File: config.mk
export PLATFORM = sky130hd
export DESIGN_NAME = config_stream_loader
export DESIGN_NICKNAME = d
export VERILOG_FILES = /design/src/rtl/config_stream_loader_pkg.sv /design/src/rtl/config_stream_loader_stream_byte_shifter.sv /design/src/rtl/config_stream_loader.sv
export SDC_FILE = /design/constraint.sdc
export NUM_CORES = 1
export LEC_CHECK = 0
export ABC_AREA = 1
export BUFFER_PORTS_ARGS = -buffer_cell sky130_fd_sc_hd__buf_2
export CAP_MARGIN = 20
export CORE_MARGIN = 2
export CORE_UTILIZATION = 50
export CTS_CLUSTER_DIAMETER = 200
export CTS_CLUSTER_SIZE = 40
export DETAILED_ROUTE_END_ITERATION = 8
export PLACE_DENSITY = 0.71
export SYNTH_ARGS = -nofsm -noshare
export SYNTH_HDL_FRONTEND = slang
export SYNTH_SLANG_ARGS = --single-unit
File: constraint.sdc
create_clock -name clk -period 2.9 [get_ports clk]
set_input_delay 0.145 -clock clk [delete_from_list [all_inputs] [get_ports clk]]
set_output_delay 0.145 -clock clk [all_outputs]
set_load 0.02 [all_outputs]
File: src/rtl/config_stream_loader_pkg.sv
// Shared types and constants for the configuration stream loader and the tile address matchers.
package config_stream_loader_pkg;

    typedef enum logic [2:0] {
        ST_IDLE,
        ST_LEN_LO,
        ST_LEN_HI,
        ST_ADDR,
        ST_DATA,
        ST_EMIT,
        ST_CHECK
    } state_t;

    localparam logic [7:0] SYNC_BYTE_DEFAULT = 8'hA5;

    localparam int CFG_ADDR_WIDTH = 32;
    localparam int CFG_DATA_WIDTH = 32;

    function automatic int bytes_of(input int width);
        return width / 8;
    endfunction

    localparam int CFG_AB = bytes_of(CFG_ADDR_WIDTH);
    localparam int CFG_DB = bytes_of(CFG_DATA_WIDTH);

endpackage

File: src/rtl/config_stream_loader_stream_byte_shifter.sv
// Little-endian byte assembler: each shifted byte enters at the top, so the first byte ends in [7:0].
// Latency: o_word already includes the byte being shifted this cycle.
// Backpressure: none; the caller qualifies i_shift with its own handshake.
module stream_byte_shifter #(
    parameter int WIDTH = 32
) (
    input  logic             clk,
    input  logic             reset,
    input  logic             i_shift,
    input  logic             i_clear,
    input  logic [7:0]       i_byte,
    output logic [WIDTH-1:0] o_word,
    output logic             o_last
);

    localparam int NBYTES = WIDTH / 8;
    localparam int CW     = (NBYTES > 1) ? $clog2(NBYTES) : 1;

    logic [WIDTH-1:0] r_word;
    logic [CW-1:0]    r_cnt;
    logic [WIDTH-1:0] w_shifted;

    generate
        if (NBYTES == 1) begin : g_single
            assign w_shifted = i_byte;
        end else begin : g_multi
            assign w_shifted = {i_byte, r_word[WIDTH-1:8]};
        end
    endgenerate

    // Look-through output lets the caller register a word in the same cycle its last byte arrives.
    assign o_word = i_shift ? w_shifted : r_word;
    assign o_last = (r_cnt == CW'(NBYTES - 1));

    always_ff @(posedge clk or negedge reset) begin
        if (!reset) begin
            r_word <= '0;
            r_cnt  <= '0;
        end else if (i_clear) begin
            r_cnt  <= '0;
        end else if (i_shift) begin
            r_word <= w_shifted;
            r_cnt  <= o_last ? '0 : r_cnt + CW'(1);
        end
    end

endmodule

File: src/rtl/config_stream_loader.sv
// Parses SYNC/count/records/checksum byte frames into config_addr/config_data strobes.
// Latency: last data byte accepted in cycle t -> config_valid in cycle t+1.
// Backpressure: in_ready drops only in the one-cycle EMIT state; in_valid=0 stalls the parser.
module config_stream_loader
    import config_stream_loader_pkg::*;
#(
    parameter logic [7:0] SYNC_BYTE  = SYNC_BYTE_DEFAULT,
    parameter int         ADDR_WIDTH = CFG_ADDR_WIDTH,
    parameter int         DATA_WIDTH = CFG_DATA_WIDTH
) (
    input  logic                  clk,
    input  logic                  reset,
    input  logic [7:0]            in_data,
    input  logic                  in_valid,
    output logic                  in_ready,
    output logic [ADDR_WIDTH-1:0] config_addr,
    output logic [DATA_WIDTH-1:0] config_data,
    output logic                  config_valid,
    output logic                  load_done,
    output logic                  load_error,
    output logic [15:0]           records_loaded
);

    state_t                r_state;
    state_t                w_next_state;
    logic                  w_in_ready;
    logic                  w_cfg_vld;
    logic                  w_accept;
    logic                  w_sync;
    logic                  w_addr_shift;
    logic                  w_data_shift;
    logic                  w_addr_last;
    logic                  w_data_last;
    logic [ADDR_WIDTH-1:0] w_addr_word;
    logic [DATA_WIDTH-1:0] w_data_word;

    logic [15:0]           r_count;
    logic [15:0]           r_rec;
    logic [7:0]            r_csum;
    logic                  r_done;
    logic                  r_err;
    logic [ADDR_WIDTH-1:0] r_cfg_addr;
    logic [DATA_WIDTH-1:0] r_cfg_data;

    assign w_accept     = in_valid && (r_state != ST_EMIT);
    assign w_sync       = (r_state == ST_IDLE) && w_accept && (in_data == SYNC_BYTE);
    assign w_addr_shift = (r_state == ST_ADDR) && w_accept;
    assign w_data_shift = (r_state == ST_DATA) && w_accept;

    stream_byte_shifter #(.WIDTH(ADDR_WIDTH)) u_addr_shifter (
        .clk     (clk),
        .reset   (reset),
        .i_shift (w_addr_shift),
        .i_clear (w_sync),
        .i_byte  (in_data),
        .o_word  (w_addr_word),
        .o_last  (w_addr_last)
    );

    stream_byte_shifter #(.WIDTH(DATA_WIDTH)) u_data_shifter (
        .clk     (clk),
        .reset   (reset),
        .i_shift (w_data_shift),
        .i_clear (w_sync),
        .i_byte  (in_data),
        .o_word  (w_data_word),
        .o_last  (w_data_last)
    );

    always_ff @(posedge clk or negedge reset) begin
        if (!reset) r_state <= ST_IDLE;
        else        r_state <= w_next_state;
    end

    always_comb begin
        w_next_state = r_state;
        w_in_ready   = 1'b1;
        w_cfg_vld    = 1'b0;
        case (r_state)
            ST_IDLE:   if (w_sync) w_next_state = ST_LEN_LO;
            ST_LEN_LO: if (w_accept) w_next_state = ST_LEN_HI;
            ST_LEN_HI: if (w_accept) w_next_state = ({in_data, r_count[7:0]} != 16'd0) ? ST_ADDR : ST_CHECK;
            ST_ADDR:   if (w_accept && w_addr_last) w_next_state = ST_DATA;
            ST_DATA:   if (w_accept && w_data_last) w_next_state = ST_EMIT;
            ST_EMIT: begin
                w_in_ready   = 1'b0;
                w_cfg_vld    = 1'b1;
                w_next_state = ((r_rec + 16'd1) == r_count) ? ST_CHECK : ST_ADDR;
            end
            ST_CHECK:  if (w_accept) w_next_state = ST_IDLE;
            default:   w_next_state = ST_IDLE;
        endcase
    end

    always_ff @(posedge clk or negedge reset) begin
        if (!reset) begin
            r_count    <= '0;
            r_rec      <= '0;
            r_csum     <= '0;
            r_done     <= 1'b0;
            r_err      <= 1'b0;
            r_cfg_addr <= '0;
            r_cfg_data <= '0;
        end else begin
            if (w_sync) begin
                r_rec  <= '0;
                r_csum <= '0;
                r_done <= 1'b0;
                r_err  <= 1'b0;
            end
            if (r_state == ST_LEN_LO && w_accept) r_count[7:0]  <= in_data;
            if (r_state == ST_LEN_HI && w_accept) r_count[15:8] <= in_data;
            if (w_addr_shift || w_data_shift) r_csum <= r_csum ^ in_data;
            if (w_data_shift && w_data_last) begin
                r_cfg_addr <= w_addr_word;
                r_cfg_data <= w_data_word;
            end
            if (r_state == ST_EMIT) r_rec <= r_rec + 16'd1;
            if (r_state == ST_CHECK && w_accept) begin
                r_done <= (in_data == r_csum);
                r_err  <= (in_data != r_csum);
            end
        end
    end

    assign in_ready       = w_in_ready;
    assign config_valid   = w_cfg_vld;
    assign config_addr    = r_cfg_addr;
    assign config_data    = r_cfg_data;
    assign load_done      = r_done;
    assign load_error     = r_err;
    assign records_loaded = r_rec;

endmodule

==> results.sh <==
export IMPL_end_kind="register"
export IMPL_drc=0
export IMPL_ys_seq_area_frac=0.578
export IMPL_syn_num_nets=770
export IMPL_whs_endpoint="r_csum[4]"
export IMPL_worstReg2RegStart="r_state[0]"
export IMPL_slew_violations=0
export IMPL_rrSetupSlack_ns=0.57
export IMPL_grt_pass1_vias=5160
export IMPL_fin_skew_ns=0.00654
export IMPL_fin_crit_sh=0.803
export IMPL_ys_seq_elements=169
export IMPL_areaGrowthSynthToFinish_pct=15.6
export IMPL_setup_viol=0
export IMPL_dpl_cell_count=1015
export IMPL_first_pass_iters=5
export IMPL_antenna_found_initial=0
export IMPL_slew_headroom=0.526
export IMPL_drtIter0Drc=304
export IMPL_dpl_instance_area_um2=7920
export IMPL_fin_cells=1046
export IMPL_core_um2=14400
export IMPL_wl_per_cell_um=14.6
export IMPL_root_buffer="clkbuf_16"
export IMPL_port_buffers=94
export IMPL_final_common_cell="nand2_1"
export IMPL_min_from="in_data[4]"
export IMPL_cts_resized=0
export IMPL_cts_sinks=169
export IMPL_drt_wl_total_um=15200
export IMPL_synth_cell_types=35
export IMPL_grt_pass1_wl_um=25900
export IMPL_synth_ff_type="dfrtp_1"
export IMPL_track_usage=0.208
export IMPL_cp_data_required_time_ns=3.18
export IMPL_outcome="complete, no violations"
export IMPL_hpwl_um=10300
export IMPL_fillers=1281
export IMPL_synth_edf_count=0
export IMPL_whs_ns=0.0818
export IMPL_leakagePower_nw=4.30
export IMPL_drtAntennaViolNets=0
export IMPL_start_kind="register"
export IMPL_grt_max_degree=77
export IMPL_dr_total_vias=5360
export IMPL_worst_path_buf_inv=2
export IMPL_grt_overflow_total=0
export IMPL_max_stage_delay_ns=0.43
export IMPL_total_power_mw=8.45
export IMPL_max_freq_mhz=430
export IMPL_critical_path_top_delay_family="simple AND/OR/NAND/NOR gates"
export IMPL_slowest_stage="dfrtp_1"
export IMPL_rsz0062_at_grt="false"
export IMPL_ir_drop_mv=0.479
export IMPL_clk_pin_slew_ns=0.06
export IMPL_cp_cell_sequence="inv_2 > nor2_1 > nand2_2 > nand2_1 > nor4_4 > inv_2 > nand2_1 > o21ai_0"
export IMPL_viasPerCell=5.12
export IMPL_clk_path_buf_depth=2
export IMPL_postCtsSetupRepairBufs=0
export IMPL_synth_area_um2=7320
export IMPL_syn_area_per_cell_um2=9.68
export IMPL_antenna_cells=0
export IMPL_die_y_um=125
export IMPL_cts_tree="done"
export IMPL_hold_path_cell_count=3
export IMPL_place_congestion=0.827
export IMPL_numCtsBuffers=17
export IMPL_max_cap_viol_count=0
export IMPL_clkLatencyLatePin_ns=0.42
export IMPL_r2r_end="records_loaded[9]"
export IMPL_worst_pin_slew_ns=0.712
export IMPL_min_path_type="in -> reg"
export IMPL_dieArea_um2=15600
export IMPL_fin_ws_ns=0.572
export IMPL_layout_common_cells="nand2_1 (220), dfrtp_1 (169), buf_2 (93), inv_1 (65), o21ai_0 (56)"
export IMPL_tns_ns=0
export IMPL_io_pins=95
export IMPL_cts_max_level=4
export IMPL_num_rows=44
export IMPL_final_nets=865
export IMPL_hold_viol=0
export IMPL_crit_fanout=17
export IMPL_start_util=0.508
export IMPL_die_w_um=125
export IMPL_post_place_ws_ns=0.584
export IMPL_synth_cells=756
export IMPL_power_density_nw_per_um2=999
export IMPL_ys_warn_count=0
export IMPL_utilization=0.587
export IMPL_final_cell_area_um2=8460
export IMPL_postCtsHoldBufs=1
export IMPL_critPathArrivalTime_ns=2.61
export IMPL_crit_type="reg -> reg"
export IMPL_ff2ff_path_depth=8
export IMPL_drive_above_1_share=0.219
export IMPL_fin_crit_ns=2.33
export IMPL_async_flop_share=1.00
[where the power goes]
group / internal (mW) / switching [mW] / total [mW] / leakage (nW)
sequential: 3.27 / 0.507 / 3.78 / 2.19
clock: 1.19 / 0.881 / 2.07 / 0.253
combinational: 0.989 / 1.61 / 2.59 / 1.86
[flip-flops by register name (all words and copies together) (netlist names)]
register,count
config_addr,32
config_data,32
u_addr_shifter.r_word,32
u_data_shifter.r_word,24
r_count,16
records_loaded,16
r_csum,8
r_state,3
u_addr_shifter.r_cnt,2
u_data_shifter.r_cnt,2
load_done,1
load_error,1
[synth_stat cells (2+ instances only)]
library cell | count | area share
a21oi_1 | 3 | 0.0021
buf_1 | 2 | 0.0010
buf_2 | 12 | 0.0082
buf_6 | 8 | 0.012
clkbuf_1 | 4 | 0.0021
dfrtp_1 | 169 | 0.58
ha_1 | 3 | 0.0051
inv_1 | 65 | 0.033
inv_2 | 9 | 0.0046
mux2_1 | 3 | 0.0046
mux2_2 | 45 | 0.069
nand2_1 | 220 | 0.11
nand3_1 | 41 | 0.028
nand3b_1 | 2 | 0.0021
nand4_1 | 13 | 0.011
nor2_1 | 26 | 0.013
nor2_2 | 3 | 0.0026
nor2_8 | 2 | 0.0055
nor3_1 | 5 | 0.0034
o21a_1 | 16 | 0.016
o21ai_0 | 56 | 0.038
o21ai_1 | 17 | 0.012
o22ai_1 | 11 | 0.0094
xnor2_1 | 8 | 0.0096
xor2_1 | 3 | 0.0036
[worst max path at each step]
stage	start	to	slack [ns]	depth (start not counted)
after floorplan	records_loaded[1]	r_state[0]	1.05	14
after global placement	r_state[0]	records_loaded[0]	0.73	8
after detailed placement	r_state[0]	records_loaded[9]	0.58	8
after CTS	r_state[0]	records_loaded[9]	0.58	8
after global routing	r_state[0]	records_loaded[9]	0.37	8
final	r_state[0]	records_loaded[9]	0.57	8
[kinds of logic after synthesis]
group                      count (synthesis)  synth area share
AOI/OAI and AO/OA                        106            0.0810
and+or+nand+nor                          317             0.186
muxes                                     49            0.0752
buffers and inverters                    101            0.0620
DFF                                      169             0.578
adders and majority gates                  3           0.00513
xor gates and xnor gates                  11            0.0132
[worst min-delay path, cell delays in order]
cell,delay (ns)
buf_2,0.10
xnor2_1,0.13
o21ai_0,0.08
[per-layer routing]
metal,up-vias,part of all wire,track usage
li1,2665,-,-
met2,115,0.47,0.327
met3,23,0.036,0.0398
met5,-,0,0
met1,2557,0.48,0.291
met4,0,0.021,0.0758
[layout make-up]
type | count | area [µm²] | share of cell area
flip-flops and latches | 169 | 4230 | 0.500
multi-input cells | 486 | 2640 | 0.312
repair buffers | 102 | 552 | 0.0652
clock buffers | 23 | 458 | 0.0541
inverters | 75 | 282 | 0.0333
well taps | 184 | 230 | 0.0272
clock inverters | 7 | 72.6 | 0.00858
No activity file was read; power rests on OpenSTA's default activity.
